### src/rtl/fft_regime_sequencer.sv
// ---------------------------------------------------------------------------
// fft_regime_sequencer
//
// Sequences test runs of the 8-point FFT datapath. It selects a signal_gen
// regime, waits out the signal_gen register stage plus the FFT pipeline
// latency, presents a tagged valid/ready result handshake, dwells, and then
// either steps to the next regime (sweep mode) or finishes with a done pulse.
//
// Parameters
//   N        log2 of FFT size; width of regime and res_tag
//   FFT_LAT  FFT pipeline latency in cycles (>= 1)
//   DWELL    cycles a result is held after the handshake (>= 1)
//   CW       internal counter width; must hold max(FFT_LAT, DWELL)
//
// Ports
//   clk            in   single clock, posedge
//   rst_n          in   synchronous active-low reset
//   start          in   begin a run (sampled only in IDLE)
//   abort          in   cancel the run in progress
//   mode           in   0 = single regime, 1 = sweep 0..2^N-1 (latched at start)
//   manual_regime  in   regime used when mode = 0 (latched at start)
//   regime         out  regime select to signal_gen
//   busy           out  high in every state except IDLE
//   res_valid      out  FFT output corresponds to res_tag; held until res_ready
//   res_ready      in   consumer accepts the result
//   res_tag        out  regime that produced the current result
//   done           out  one-cycle pulse when a run completes normally
// ---------------------------------------------------------------------------
module fft_regime_sequencer #(
    parameter int N       = 3,
    parameter int FFT_LAT = 4,
    parameter int DWELL   = 16,
    parameter int CW      = 16
) (
    input  logic         clk,
    input  logic         rst_n,
    input  logic         start,
    input  logic         abort,
    input  logic         mode,
    input  logic [N-1:0] manual_regime,
    output logic [N-1:0] regime,
    output logic         busy,
    output logic         res_valid,
    input  logic         res_ready,
    output logic [N-1:0] res_tag,
    output logic         done
);

    typedef enum logic [2:0] {
        S_IDLE,
        S_SETTLE,
        S_WAIT,
        S_PRESENT,
        S_DWELL
    } state_t;

    localparam logic [CW-1:0] LAT_LAST    = CW'(FFT_LAT - 1);
    localparam logic [CW-1:0] DWELL_LAST  = CW'(DWELL - 1);
    localparam logic [N-1:0]  REGIME_LAST = {N{1'b1}};

    state_t        state;
    logic [CW-1:0] cnt;
    logic          sweep;   // mode latched at start

    // All outputs are state bits updated here, so no input reaches an output
    // combinationally.
    // NOTE: every register in this block uses non-blocking assignment so all
    // updates of one edge see the same pre-edge values.
    always_ff @(posedge clk) begin
        if (!rst_n) begin
            state     <= S_IDLE;
            cnt       <= '0;
            sweep     <= 1'b0;
            regime    <= '0;
            res_tag   <= '0;
            busy      <= 1'b0;
            res_valid <= 1'b0;
            done      <= 1'b0;
        end else begin
            done <= 1'b0;   // pulse by default

            if (state != S_IDLE && abort) begin
                // Abort beats everything, including a same-cycle handshake;
                // regime and res_tag are left where they are.
                state     <= S_IDLE;
                busy      <= 1'b0;
                res_valid <= 1'b0;
            end else begin
                case (state)
                    S_IDLE: begin
                        if (start && !abort) begin
                            sweep  <= mode;
                            regime <= mode ? '0 : manual_regime;
                            busy   <= 1'b1;
                            state  <= S_SETTLE;
                        end
                    end

                    // One cycle for the signal_gen register stage.
                    S_SETTLE: begin
                        cnt   <= '0;
                        state <= S_WAIT;
                    end

                    S_WAIT: begin
                        cnt <= cnt + 1'b1;
                        if (cnt == LAT_LAST) begin
                            res_valid <= 1'b1;
                            res_tag   <= regime;
                            state     <= S_PRESENT;
                        end
                    end

                    S_PRESENT: begin
                        if (res_ready) begin
                            res_valid <= 1'b0;
                            cnt       <= '0;
                            state     <= S_DWELL;
                        end
                    end

                    S_DWELL: begin
                        cnt <= cnt + 1'b1;
                        if (cnt == DWELL_LAST) begin
                            if (sweep && regime != REGIME_LAST) begin
                                regime <= regime + 1'b1;
                                state  <= S_SETTLE;
                            end else begin
                                done  <= 1'b1;
                                busy  <= 1'b0;
                                state <= S_IDLE;
                            end
                        end
                    end

                    default: begin
                        state     <= S_IDLE;
                        busy      <= 1'b0;
                        res_valid <= 1'b0;
                    end
                endcase
            end
        end
    end

endmodule

### config.mk
export PLATFORM = sky130hd
export DESIGN_NAME = fft_regime_sequencer
export DESIGN_NICKNAME = d
export VERILOG_FILES = /design/src/rtl/fft_regime_sequencer.sv
export SDC_FILE = /design/constraint.sdc
export NUM_CORES = 1
export LEC_CHECK = 0
export CORE_MARGIN = 1.5
export CORE_UTILIZATION = 45
export CTS_BUF_LIST = sky130_fd_sc_hd__clkbuf_16
export DETAILED_ROUTE_END_ITERATION = 10
export PLACE_DENSITY = 0.66
export REMOVE_ABC_BUFFERS = 1
export SYNTH_ARGS = -nofsm -noshare
export SYNTH_HDL_FRONTEND = slang
export SYNTH_SLANG_ARGS = --single-unit
### constraint.sdc
create_clock -name clk -period 3.8 [get_ports clk]
set_clock_uncertainty 0.2 [all_clocks]
set_input_delay 1.14 -clock clk [delete_from_list [all_inputs] [get_ports clk]]
set_output_delay 1.14 -clock clk [all_outputs]
set_load 0.03 [all_outputs]
==> key figures, run 1 <==
Run status
  • Status: complete, no violations

Finish
  • Multi-input logic area: around 970 µm²
  • N_diodes: 0
  • Register area: between 500 and 600 µm²
  • Area grow syn2layout: 19.68%
  • Number of fill cells: approximately 300
  • Share of post-route cells with drive strength above 1: approximately 3.3%
  • Total Nets Final: 224

Critical path
  • Reg2Reg Depth: 4
  • R2r endpoint: cnt[15]$_SDFFE_PN0P_
  • WP data required: roughly 3.8 ns
  • Critical path class: in2reg
  • CP arrival: a little over 3 ns
  • R2R Setup Slk: about 1.1 ns
  • Critical R2R Launch: state[2]$_SDFFE_PP0P_
  • Crit path capture type: register
  • CP startpoint kind: input port
  • CP max FO: 16

STA
  • RSZ-0062 raised after global routing: false
  • Final hold violations: 0
  • Max frequency: approximately 320 MHz
  • Worst Slack Setup Final: approximately 0.70 ns
  • Final setup TNS: 0 ns
  • Slew Limit Fails: 0
  • Max_slew headroom: 43.92%
  • Final setup fails: 0
  • Final worst path period need: around 3.1 ns
  • Worst Max-Slew Pin Slew: 0.8334 ns
  • Crit share post-route: 81.61%

Placement
  • Port Buf Inserts: 17
  • GPL Wtd Cong: between 0.8 and 0.9
  • DP HPWL: around 2800 µm
  • Post-Place Worst Slack: approximately 0.46 ns

Die
  • DIE WIDTH: about 63 µm
  • Initial Utilization: a little under half
  • CORE AREA: between 0.003 and 0.004 mm²
  • Row count: 21
  • Die area: 0.003973 mm²
  • I/O pins: 18
  • Die height: between 60 and 70 µm

Logic synthesis
  • Most used flip-flop cell after synthesis: dfxtp_1
  • Count of flip-flops with a built-in enable after synthesis: 0
  • Post-Syn Instances: approximately 200
  • Area leader, netlist: dfxtp_1
  • Synth warn: 0
  • Top post-synthesis cells by area: dfxtp_1, a21oi_1, or4_1, o21ai_0, nand2_1
  • #FFs+latches synth: 29
  • Synth async-reset ratio: 0%
  • Post-Syn Area per Cell: 8.190 µm²
  • Synth Cell Area: 0.001622 mm²
  • Count leader, synth: dfxtp_1
  • Synth unique cells: between 40 and 50
  • Share of the synthesized area in the top cell type: roughly 36%
  • Sequential area share after synthesis: between 30 and 40%
  • Commonest cells in the netlist: dfxtp_1, a21oi_1, nand2_1, o21ai_0, nand3_1

Min path
  • Worst Hold Endpoint: res_valid$_SDFFE_PP0P_
  • Hold Startpoint: res_valid$_SDFFE_PP0P_
  • Hold Path Class: reg2reg
  • Hold path depth: 2

Drt
  • Via density: approximately 6.1
  • Via count: 1,572
  • DR DRC count: 0
  • DRT Wirelength: roughly 3900 µm
  • Drt initial violations: 188
  • Routed WL per cell: between 15 and 20 µm
  • ANT nets after route: 0
  • Router iterations before antenna repair: 4

CTS
  • Clk_lat worst skew: around 0.27 ns
  • Worst-path clk slew: about 0.05 ns
  • Clock root cell: clkbuf_16
  • H-tree Lvls: 2
  • TritonCTS Sinks: 29
  • Hold Buf Count CTS: 0
  • TritonCTS Buffers: 5
  • CTS tree: built
  • Cells resized by post-CTS repair: 0
  • Postcts setup bufs: 0
  • Clk buf depth: 2

Global routing
  • Vias in the first global route: ~1,400
  • Antenna violations before repair: 0
  • Gr usage total: about a fifth
  • Largest net degree at the start of global routing: 17
  • Remaining Overflow, GRT: 0
  • Global-route wire length before repair: roughly 6700 µm

Flow run
  • Max cap viols: 0

Power
  • Pleak: around 0.00063 µW
  • P per Cell Area: around 370 mW/mm²
  • VDD IR max: roughly 0.21 mV
worst max-delay path: stages:
cell	delay (ns)
clkdlybuf4s50_1	0.53
and3b_1	0.21
a2111o_1	0.48
or4_1	0.53
a21oi_1	0.20
placed cells by master (no fill, tap or decap), types with 2 or more instances in the layout:
cell,instances
nor3_1,3
or4_1,8
clkdlybuf4s50_1,17
o21ai_0,11
nor2_1,7
mux2i_1,4
nand3b_1,2
o31ai_1,6
nor4_1,5
clkinv_1,2
and2_1,3
nand4_1,7
or3_1,7
inv_1,7
and3_1,3
clkbuf_16,5
nor3b_1,6
a211o_1,2
nor2b_1,2
nand2_1,14
dfxtp_1,29
ha_1,3
o21ai_1,3
nand3_1,9
a21oi_1,20
and4_1,3
nand2b_1,3
layout make-up:
cell class / instances / share of cell area, %
Tap cell: 46 / 2.966
Clock inverter: 3 / 0.6447
Sequential cell: 29 / 29.92
Timing Repair Buffer: 17 / 8.769
Clock buffer: 5 / 6.447
Multi-Input combinational cell: 152 / 49.90
Inverter: 7 / 1.354
per-layer routing:
layer  global-route usage (%)  vias up  wire (µm)
li1                         -      792          -
met1                    28.72      748       1911
met2                    33.24       26       1832
met3                    3.423        6        115
met4                    8.333        0         59
met5                        0        -          0
flip-flops by register name (all words and copies together), names as in the netlist:
signal,count
cnt,16
regime,3
res_tag,3
state,3
busy,1
done,1
res_valid,1
sweep,1
stage by stage:
step / hold WS, ns / cells / util, % / total power [µW] / cell area (µm²)
3_3_place_gp: 0.2435 / 251 / 53.19 / 363.5 / 1803
5_1_grt: 0.2887 / 259 / 57.25 / 753.1 / 1941
3_5_place_dp: 0.2503 / 251 / 53.19 / 364.9 / 1803
4_1_cts: 0.2579 / 259 / 57.25 / 728.4 / 1941
6_report: 0.2570 / 259 / 57.25 / 726.2 / 1941
2_1_floorplan: 0.2532 / 188 / - / 343.1 / 1575
report_power, final:
group	total (µW)	internal (µW)	switching, µW
Combinational	46.4	20.8	25.6
Sequential	313	308	4.81
Clock	367	236	131
Total	726	565	161
cells by family (layout without fill, tap and decap cells):
family | after synthesis | after routing | synth area share, %
muxes | 4 | 4 | 2.469
DFF | 29 | 29 | 35.80
buffers and inverters | 17 | 32 | 4.475
xor gates and xnor gates | 1 | 1 | 0.5402
and+or+nand+nor | 88 | 88 | 32.48
adders and majority gates | 3 | 3 | 2.315
AOI/OAI and AO/OA | 56 | 56 | 21.91
worst max-delay path by stage:
stage               from              endpoint  slack (ns)  cells past startpoint
2_1_floorplan  res_ready  cnt[15]$_SDFFE_PN0P_        1.18                      4
3_3_place_gp   res_ready  cnt[14]$_SDFFE_PN0P_        0.54                      5
3_5_place_dp   res_ready  cnt[15]$_SDFFE_PN0P_        0.46                      5
4_1_cts        res_ready  cnt[15]$_SDFFE_PN0P_        0.73                      5
5_1_grt        res_ready  cnt[15]$_SDFFE_PN0P_        0.59                      5
6_report       res_ready  cnt[15]$_SDFFE_PN0P_        0.70                      5
(Power assumes the default switching activity.)
==> run 2, diff against run 1 <==
Clock period 3.8 ns to 2.9 ns, I/O delays scaled along.
==> key figures, run 2 (same netlist as run 1, synthesis figures left out) <==
Run status
  • Status: complete, no violations (unchanged)

Power
  • P per Cell Area: 470.9 mW/mm² (was 374.2 mW/mm²)
  • Pleak: 0.0006877 µW (was 0.0006346 µW)
  • VDD IR max: 0.4356 mV (was 0.2125 mV)

CTS
  • CTS tree: built (unchanged)
  • Clk_lat worst skew: 0.27 ns (about the same)
  • Cells resized by post-CTS repair: 0 (unchanged)
  • TritonCTS Sinks: 29 (unchanged)
  • Postcts setup bufs: 0 (unchanged)
  • TritonCTS Buffers: 5 (unchanged)
  • Hold Buf Count CTS: 0 (unchanged)
  • Worst-path clk slew: 0.05 ns (about the same)
  • Clk buf depth: 2 (unchanged)
  • Clock root cell: clkbuf_16 (unchanged)
  • H-tree Lvls: 2 (unchanged)

Global routing
  • Gr usage total: 22.55% (was 21.11%)
  • Remaining Overflow, GRT: 0 (unchanged)
  • Antenna violations before repair: 0 (unchanged)
  • Vias in the first global route: 1,549 (was 1,439)
  • Global-route wire length before repair: 7031 µm (was 6686 µm)
  • Largest net degree at the start of global routing: 16 (was 17)

STA
  • Slew Limit Fails: 0 (unchanged)
  • Crit share post-route: a little over nine tenths
  • Max frequency: approximately 360 MHz
  • Final setup TNS: 0 ns (unchanged)
  • RSZ-0062 raised after global routing: false (unchanged)
  • Hold slack: 0.2506 ns (was 0.2570 ns)
  • Final worst path period need: between 2 and 3 ns
  • Final setup fails: 0 (unchanged)
  • Max_slew headroom: 50.89% (was 43.92%)
  • Worst Max-Slew Pin Slew: 0.7350 ns (was 0.8334 ns)
  • Final hold violations: 0 (unchanged)

Critical path
  • Crit path capture type: register (unchanged)
  • CP max-delay cell: or4_1 (was clkdlybuf4s50_1)
  • CP arrival: 2.74 ns (was 3.08 ns)
  • Cells along the critical path: clkdlybuf4s50_1 -> and3b_1 -> a2111o_1 -> or4_1 -> a21oi_1 (unchanged)
  • CP delay by family, top: simple AND/OR/NAND/NOR gates (unchanged)
  • R2R Setup Slk: 0.42 ns (was 1.06 ns)
  • Critical path class: in2reg (unchanged)
  • WP data required: 2.89 ns (was 3.78 ns)
  • CP Buf/Inv Count: 1 (unchanged)
  • R2r endpoint: cnt[15]$_SDFFE_PN0P_ (unchanged)
  • Max incr delay on CP: 0.54 ns (was 0.53 ns)
  • Reg2Reg Depth: 4 (unchanged)
  • CP max FO: 15 (was 16)
  • Critical R2R Launch: state[2]$_SDFFE_PP0P_ (unchanged)
  • CP startpoint kind: input port (unchanged)

Finish
  • Area grow syn2layout: 23.77% (was 19.68%)
  • Max reg flops: 16 (unchanged)
  • Share of post-route cells with drive strength above 1: 6.757% (was 3.286%)
  • Total Nets Final: 233 (was 224)
  • N_diodes: 0 (unchanged)
  • Finished Layout Cells: 268 (was 259)
  • Most flops, register: cnt (unchanged)
  • Number of fill cells: 310 (was 305)
  • Most common cell after layout, fill and taps aside: dfxtp_1 (unchanged)
  • Commonest cells after routing, fill and taps aside: dfxtp_1, a21oi_1, clkdlybuf4s50_1, nand2_1, o21ai_0 (unchanged)

Flow run
  • Max cap viols: 0 (unchanged)

Placement
  • Port Buf Inserts: 17 (unchanged)
  • GPL Wtd Cong: 0.8874 (was 0.8576)
  • DP HPWL: 2981 µm (was 2816 µm)
  • DP Cell Count: 260 (was 251)

Die
  • CORE AREA: 0.003390 mm² (unchanged)
  • I/O pins: 18 (unchanged)
  • Die area: 0.003973 mm² (unchanged)
  • Row count: 21 (unchanged)
  • Die height: 63.03 µm (unchanged)
  • Initial Utilization: 47.84% (unchanged)
  • DIE WIDTH: 63.03 µm (unchanged)

Min path
  • Hold Path Class: reg2reg (unchanged)
  • Hold path depth: 2 (unchanged)
  • Hold Startpoint: res_valid$_SDFFE_PP0P_ (unchanged)
  • Worst Hold Endpoint: res_valid$_SDFFE_PP0P_ (unchanged)

Drt
  • Router iterations before antenna repair: 4 (unchanged)
  • Drt initial violations: 100 (was 188)
  • DR DRC count: 0 (unchanged)
  • Routed WL per cell: 14.80 µm (was 15.13 µm)
  • ANT nets after route: 0 (unchanged)
  • Via count: 1,574 (was 1,572)
  • Via density: 5.873 (was 6.069)
  • DRT Wirelength: 3966 µm (was 3919 µm)
==> run 2: worst register-to-register path, stage by stage, from the launching register on <==
cell	delay, ns
dfxtp_1	0.34
or3b_1	0.49
a2111o_1	0.64
or4_1	0.55
a21oi_1	0.18
==> run 2: power breakdown <==
group	internal (µW)	switching [µW]
Sequential	404	3.20
Clock	306	161
Combinational	32.2	37.9
Total	743	202
==> run 2: worst max path at each step <==
stage	to	slack (ns)	from	cells after the start
detailed placement	cnt[15]$_SDFFE_PN0P_	-0.12	res_ready	5
finish	cnt[15]$_SDFFE_PN0P_	0.15	res_ready	5
global route	cnt[15]$_SDFFE_PN0P_	0.06	res_ready	5
CTS	cnt[15]$_SDFFE_PN0P_	0.14	res_ready	5
floorplan	cnt[15]$_SDFFE_PN0P_	0.51	state[2]$_SDFFE_PP0P_	4
global placement	cnt[11]$_SDFFE_PN0P_	-0.007	res_ready	5
==> run 2: through the flow <==
step                setup WS, ns  util, %  power [µW]  cell area, µm²
finish                    0.1519    59.21       945.0            2007
global route             0.06248    59.21       990.1            2007
CTS                       0.1409    59.21       953.5            2007
detailed placement       -0.1244    55.19       484.2            1871
global placement       -0.007022    55.19       482.4            1871
floorplan                 0.5143        -       449.5            1575
==> run 2: cell type report <==
cell class | count | area, µm² | area share, %
Clock buffer | 5 | 125.1 | 6.234
Timing Repair Buffer | 26 | 237.7 | 11.85
Inverter | 7 | 26.28 | 1.309
Multi-Input combinational cell | 152 | 968.4 | 48.25
Sequential cell | 29 | 580.6 | 28.93
Tap cell | 46 | 57.56 | 2.868
Clock inverter | 3 | 11.26 | 0.5611
==> run 2: metal layers <==
layer  track usage, %  part of all wire [%]  up-vias
met5                0                     0        -
met4            8.056                   1.6        0
met3            6.667                   2.8        8
met2            35.77                    48       28
met1            28.94                    48      729
li1                 -                     -      809
